## config.mk

```make
export PLATFORM = sky130hd
export DESIGN_NAME = dmem_arbiter
export DESIGN_NICKNAME = d
export VERILOG_FILES = /design/src/rtl/dmem_arbiter_pkg.sv /design/src/rtl/dmem_arbiter_rr_pick2.sv /design/src/rtl/dmem_arbiter.sv
export SDC_FILE = /design/constraint.sdc
export NUM_CORES = 1
export LEC_CHECK = 0
export BUFFER_PORTS_ARGS = -buffer_cell sky130_fd_sc_hd__buf_2
export CAP_MARGIN = 20
export CORE_AREA = 2 2 108 110
export CTS_CLUSTER_DIAMETER = 100
export CTS_CLUSTER_SIZE = 40
export DETAILED_ROUTE_END_ITERATION = 8
export DIE_AREA = 0 0 110 112
export HOLD_SLACK_MARGIN = 0.15
export MAX_ROUTING_LAYER = met4
export PLACE_DENSITY = 0.72
export SKIP_CTS_REPAIR_TIMING = 1
export SLEW_MARGIN = 10
export SYNTH_ARGS = -nofsm -noshare
export SYNTH_HDL_FRONTEND = slang
export SYNTH_SLANG_ARGS = --single-unit
```

## constraint.sdc

```tcl
create_clock -name clk -period 2.1 [get_ports clk]
set_input_delay 0.42 -clock clk [delete_from_list [all_inputs] [get_ports clk]]
set_output_delay 0.42 -clock clk [all_outputs]
set_load 0.02 [all_outputs]
```

## src/rtl/dmem_arbiter_pkg.sv

```systemverilog
// Shared definitions for the data-memory arbiter: default widths, the
// arbiter state encoding and a small port-index helper.
package dmem_arbiter_pkg;

  localparam int unsigned DMEM_ADDR_WIDTH = 32;
  localparam int unsigned DMEM_DATA_WIDTH = 32;
  localparam int unsigned DMEM_NUM_PORTS  = 2;

  typedef enum logic [1:0] {
    IDLE      = 2'd0,
    ISSUE     = 2'd1,
    WAIT_RESP = 2'd2,
    RETURN    = 2'd3
  } arb_state_e;

  // Port index to one-hot vector over the two requesters.
  function automatic logic [DMEM_NUM_PORTS-1:0] port_onehot(input logic idx);
    return idx ? 2'b10 : 2'b01;
  endfunction

endpackage

```

## src/rtl/dmem_arbiter_rr_pick2.sv

```systemverilog
// Two-way round-robin pick. Purely combinational; the caller owns the
// "last granted" history. On contention the port that did not win last
// time is chosen.
module rr_pick2
  import dmem_arbiter_pkg::*;
(
  input  logic [1:0] req,
  input  logic       last,
  output logic [1:0] gnt,
  output logic       any
);

  // One requester wins outright; two requesters go to the one not granted last.
  always_comb begin
    gnt = 2'b00;
    case (req)
      2'b01:   gnt = 2'b01;
      2'b10:   gnt = 2'b10;
      2'b11:   gnt = port_onehot(~last);
      default: gnt = 2'b00;
    endcase
  end

  assign any = |req;

endmodule

```

## src/rtl/dmem_arbiter.sv

```systemverilog
// Shares the single data memory between the core LD/ST path (port 0) and
// the network/DMA path (port 1). One transaction is outstanding at a time;
// the grant is held until the winning requester consumes its response.
// Both sides use a valid/yumi handshake.
//
// state     | meaning
// ----------+-------------------------------------------------------------
// IDLE      | no transaction; accept a request and latch its fields
// ISSUE     | latched request presented to memory until mem_req_yumi_i
// WAIT_RESP | request accepted by memory, waiting for mem_resp_valid_i
// RETURN    | response held for grant_r until it returns resp_yumi_i
module dmem_arbiter
  import dmem_arbiter_pkg::*;
#(
  parameter int unsigned addr_width_p = DMEM_ADDR_WIDTH,
  parameter int unsigned data_width_p = DMEM_DATA_WIDTH
) (
  input  logic                         clk,
  input  logic                         reset,

  input  logic [1:0]                   req_valid_i,
  input  logic [1:0][addr_width_p-1:0] req_addr_i,
  input  logic [1:0]                   req_wen_i,
  input  logic [1:0]                   req_byte_i,
  input  logic [1:0][data_width_p-1:0] req_wdata_i,
  output logic [1:0]                   req_yumi_o,

  output logic [1:0]                   resp_valid_o,
  output logic [data_width_p-1:0]      resp_data_o,
  input  logic [1:0]                   resp_yumi_i,

  output logic                         mem_valid_o,
  output logic [addr_width_p-1:0]      mem_addr_o,
  output logic                         mem_wen_o,
  output logic                         mem_byte_o,
  output logic [data_width_p-1:0]      mem_wdata_o,
  input  logic                         mem_req_yumi_i,
  input  logic                         mem_resp_valid_i,
  input  logic [data_width_p-1:0]      mem_resp_data_i,
  output logic                         mem_resp_yumi_o,

  output logic                         busy_o
);

  arb_state_e              state_r;
  logic                    grant_r;
  logic                    last_grant_r;
  logic [addr_width_p-1:0] addr_r;
  logic                    wen_r;
  logic                    byte_r;
  logic [data_width_p-1:0] wdata_r;
  logic [data_width_p-1:0] resp_data_r;

  logic [1:0] pick_gnt;
  logic       pick_any;
  logic       pick_idx;
  logic       mem_resp_take;

  rr_pick2 u_pick (
    .req  (req_valid_i),
    .last (last_grant_r),
    .gnt  (pick_gnt),
    .any  (pick_any)
  );

  assign pick_idx = pick_gnt[1];

  // Handshake strobes that must answer in the same cycle as the request.
  // Both are held off while reset is sampled so a dropped transaction
  // never leaks a yumi.
  always_comb begin
    req_yumi_o    = 2'b00;
    mem_resp_take = 1'b0;
    if (!reset) begin
      if (state_r == IDLE) begin
        req_yumi_o = pick_gnt;
      end
      if (state_r == ISSUE) begin
        mem_resp_take = mem_req_yumi_i & mem_resp_valid_i;
      end else if (state_r == WAIT_RESP) begin
        mem_resp_take = mem_resp_valid_i;
      end
    end
  end

  assign mem_resp_yumi_o = mem_resp_take;
  assign mem_valid_o     = (state_r == ISSUE);
  assign mem_addr_o      = addr_r;
  assign mem_wen_o       = wen_r;
  assign mem_byte_o      = byte_r;
  assign mem_wdata_o     = wdata_r;
  assign resp_valid_o    = (state_r == RETURN) ? port_onehot(grant_r) : 2'b00;
  assign resp_data_o     = resp_data_r;
  assign busy_o          = (state_r != IDLE);

  // Arbiter FSM: grant, hold the latched request toward memory, collect the
  // response, then hold it for the granted requester.
  always_ff @(posedge clk) begin
    if (reset) begin
      state_r      <= IDLE;
      grant_r      <= 1'b0;
      last_grant_r <= 1'b1;
      addr_r       <= '0;
      wen_r        <= 1'b0;
      byte_r       <= 1'b0;
      wdata_r      <= '0;
      resp_data_r  <= '0;
    end else begin
      case (state_r)
        IDLE: begin
          if (pick_any) begin
            addr_r       <= req_addr_i[pick_idx];
            wen_r        <= req_wen_i[pick_idx];
            byte_r       <= req_byte_i[pick_idx];
            wdata_r      <= req_wdata_i[pick_idx];
            grant_r      <= pick_idx;
            last_grant_r <= pick_idx;
            state_r      <= ISSUE;
          end
        end
        ISSUE: begin
          if (mem_req_yumi_i) begin
            if (mem_resp_valid_i) begin
              // Memory accepted and answered in one cycle.
              resp_data_r <= wen_r ? '0 : mem_resp_data_i;
              state_r     <= RETURN;
            end else begin
              state_r     <= WAIT_RESP;
            end
          end
        end
        WAIT_RESP: begin
          if (mem_resp_valid_i) begin
            resp_data_r <= wen_r ? '0 : mem_resp_data_i;
            state_r     <= RETURN;
          end
        end
        RETURN: begin
          if (resp_yumi_i[grant_r]) begin
            state_r <= IDLE;
          end
        end
        default: state_r <= IDLE;
      endcase
    end
  end

endmodule

```

==> summary.md <==
| Metric | Value |
|---|---|
| Sequential cell area | `2040 µm²` |
| Leakage dissipation | `2.74 nW` |
| CTS H-Tree Depth | `3` |
| Syn avg cell area | `9.72 µm²` |
| Final setup violation count | `0` |
| Number of buffers created by CTS | `9` |
| Clock buffer depth | `2` |
| Final sum of negative setup slack | `0 ps` |
| Count of different cell masters after synthesis | `26` |
| Count of endpoints failing hold in the final timing report | `0` |
| Share of synthesized registers carrying an async set or reset | `0%` |
| Worst flop-to-flop path endpoint | `resp_data_o[3]$_SDFFE_PP0P_` |
| Clk_lat worst skew | `340 ps` |
| Number of remaining DRC errors | `0` |
| Final HPWL DP | `9290 µm` |
| Netlist Area Pre-Place | `4000 µm²` |
| Least setup slack across all paths after layout | `68.8 ps` |
| Unrepaired setup endpoints after global routing | `no` |
| Pre-Repair DR Iteration Count | `4` |
| Clock tree from TritonCTS | `built` |
| Worst min-delay path category | `primary input to flop` |
| Skew final | `9.06 ps` |
| Number of global-route vias before repair | `4,234` |
| Wire length of the first global-routing pass | `19,800 µm` |
| Post-synth EDFFs | `0` |
| Fraction of final layout cells with drive strength greater than 1 | `47.8%` |
| Top fanout value on the critical path | `5` |
| Net count of the mapped netlist | `590` |
| Critical hold path startpoint | `mem_resp_data_i[11]` |
| Post-synth top cells | `sky130_fd_sc_hd__dfxtp_1 (102), sky130_fd_sc_hd__a21oi_1 (68), sky130_fd_sc_hd__nand2_1 (67)` |
| Most common cell in the netlist | `sky130_fd_sc_hd__dfxtp_1` |
| Worst Setup Slack post-DPL | `239 ps` |
| Worst Hold End | `resp_data_o[11]$_SDFFE_PP0P_` |
| DR iter-0 viols | `210` |
| Global route total overflow | `0` |
| Peak clock frequency supported by timing | `0.492 GHz` |
| Total power density per cell area | `1200 nW/µm²` |
| Post-synthesis cell type with the largest combined area | `sky130_fd_sc_hd__dfxtp_1` |
| Via density | `5.25` |
| Number of antenna violations at the first check in global routing | `2` |
| Initial standard-cell utilization of the core | `35.8%` |
| Actual transition at the worst max-transition pin | `544 ps` |
| Die Y-Extent | `112 µm` |
| Pins over their slew limit | `0` |
| Layout area overhead | `45.6%` |
| Combined global-route utilization of all metal layers | `20.7%` |
| Setup slack on the worst flop-to-flop path | `390 ps` |
| Main area contributors after synthesis | `sky130_fd_sc_hd__dfxtp_1 (51%), sky130_fd_sc_hd__o221ai_1 (14%), sky130_fd_sc_hd__a21oi_1 (8.5%)` |
| Maximum capacitance violations | `0` |
| Post-synthesis sequential element count | `102` |
| Final hold slack | `284 ps` |
| Synthesis warning total | `0` |
| Worst setup path class | `flop to output pin` |
| Clock transition at the register clock pins on the worst setup and hold paths after CTS | `70 ps` |
| Count of fill cells added during filler insertion | `1,023` |
| Arrival time of the worst setup path | `1610 ps` |
| Area of the die | `12,300 µm²` |
| Post-detailed-placement cell area | `5500 µm²` |
| Number of sinks on the clock net | `102` |
| Worst r2r path cells | `6` |
| Final Net Count | `846` |
| Delay contributed by the slowest stage of the critical path | `370 ps` |
| Share of Yosys cell area claimed by the top area cell type | `51.0%` |
| Shortest period the worst path allows | `2030 ps` |
| Number of buffers inserted by port buffering | `276` |
| Vias post-DR | `4,293` |
| Final GP Congestion | `0.779` |
| Core footprint | `11,200 µm²` |
| Area of all placed cells without fillers | `5830 µm²` |
| Post-Syn Instances | `412` |
| Post-Route WL | `12,800 µm` |
| Worst slew margin relative to its limit | `63.7%` |
| Startpoint of the lowest-slack register-to-register path | `state_r[0]$_SDFFE_PP0P_` |
| Hold-critical path depth | `2` |
| Sequential area share after synthesis | `51.0%` |
| I/O pin count | `277` |
| Clock tree root buffer cell | `sky130_fd_sc_hd__clkbuf_16` |
| Count of non-filler cells in the finished layout | `817` |
| Final critical-path share of the clock period | `96.7%` |
| Slowest stage cell on the critical path | `sky130_fd_sc_hd__dfxtp_2` |
| Mean routed wirelength per cell | `15.6 µm` |
| Final ANT Viol Nets | `0` |
| Peak VDD IR | `0.588 mV` |
| Area used by multi-input combinational logic | `1800 µm²` |
| Largest net degree at the start of global routing | `68` |
| Number of placed instances with taps included | `799` |
| Worst EP required | `1680 ps` |
| Width of the chip | `110 µm` |
| CP endpoint kind | `output pin` |
| Startpoint kind of the worst setup timing path | `flop` |
| Status | `finished clean` |
| Std-Cell Rows | `39` |
| Main synth FF type | `sky130_fd_sc_hd__dfxtp_1` |
| Cell Chain, Critical Path | `inv_2 -> ha_1 -> mux2_4 -> nand2_2 -> nor2_1 -> buf_4` |
-- power by group --
group          switching [mW]  internal (mW)
Sequential              0.243           2.39
Combinational            1.70           1.01
Clock                   0.729          0.928
Total                    2.67           4.32
-- worst max path at each step --
stage	slack (ps)	from	cells after the start	end
floorplan	200	req_valid_i[0]	4	req_yumi_o[0]
global placement	320	state_r[0]$_SDFFE_PP0P_	7	mem_wdata_o[31]$_SDFFE_PP0P_
detailed placement	240	state_r[0]$_SDFFE_PP0P_	7	mem_wdata_o[24]$_SDFFE_PP0P_
CTS	-70	state_r[0]$_SDFFE_PP0P_	5	req_yumi_o[0]
global route	2	state_r[0]$_SDFFE_PP0P_	6	mem_resp_yumi_o
finish	70	state_r[0]$_SDFFE_PP0P_	6	mem_resp_yumi_o
-- cells in the final DEF, fill, tap and decap left out, types with 2 or more instances in the layout --
master,instances
sky130_fd_sc_hd__buf_2,275
sky130_fd_sc_hd__dfxtp_1,100
sky130_fd_sc_hd__a21oi_1,67
sky130_fd_sc_hd__nand2_1,66
sky130_fd_sc_hd__o221ai_1,66
sky130_fd_sc_hd__a22o_1,32
sky130_fd_sc_hd__buf_4,10
sky130_fd_sc_hd__clkbuf_16,9
sky130_fd_sc_hd__nor2_1,4
sky130_fd_sc_hd__ha_1,4
sky130_fd_sc_hd__nor3b_1,3
sky130_fd_sc_hd__diode_2,2
sky130_fd_sc_hd__inv_1,2
sky130_fd_sc_hd__inv_2,2
sky130_fd_sc_hd__a21boi_4,2
sky130_fd_sc_hd__mux2i_1,2
sky130_fd_sc_hd__inv_6,2
sky130_fd_sc_hd__clkinvlp_4,2
sky130_fd_sc_hd__buf_12,2
sky130_fd_sc_hd__dfxtp_2,2
-- area by class of cell --
cell class | count | area share (%)
inverters | 4 | 0.258
well taps | 143 | 3.07
clock buffers | 9 | 3.86
clock inverters | 6 | 1.22
flip-flops and latches | 102 | 35.1
multi-input cells | 264 | 30.9
repair buffers | 287 | 25.6
diodes | 2 | 0.0858
-- metal layers --
layer | up-vias | part of all wire, % | global-route usage, %
li1 | 2079 | - | -
met1 | 1985 | 39 | 23.4
met2 | 202 | 51 | 34.7
met3 | 27 | 8.0 | 5.04
met4 | 0 | 2.4 | 8.02
met5 | - | 0 | -
-- critical path: cells and delay by family (launching register included) --
| kind | cells | cell delay [ps] |
|---|---|---|
| muxes | 1 | 290 |
| DFF | 1 | 370 |
| buffers and inverters | 2 | 250 |
| adders and majority gates | 1 | 230 |
| and+or+nand+nor | 2 | 140 |
-- cell families (layout without fill, tap and decap cells) --
family,count (synthesis),in the layout,share of synthesized area (%)
muxes,3,3,0.781
buffers and inverters,46,306,5.66
AOI/OAI and AO/OA,175,175,32.4
adders and majority gates,6,6,1.87
DFF,102,102,51.0
and+or+nand+nor,80,80,8.25
other,0,2,0
-- registers in the layout (all words and copies together) (netlist names) --
signal	flops
mem_addr_o	32
mem_wdata_o	32
resp_data_o	32
state_r	2
grant_r	1
last_grant_r	1
mem_byte_o	1
mem_wen_o	1
-- stage by stage --
stage               total power [mW]  util (%)
detailed placement              5.35      49.2
global placement                5.26      49.2
finish                          6.99      52.2
floorplan                       4.39         -
global route                    7.39      52.2
CTS                             7.03      51.8
Note: power is estimated with default switching activity, not from simulation.
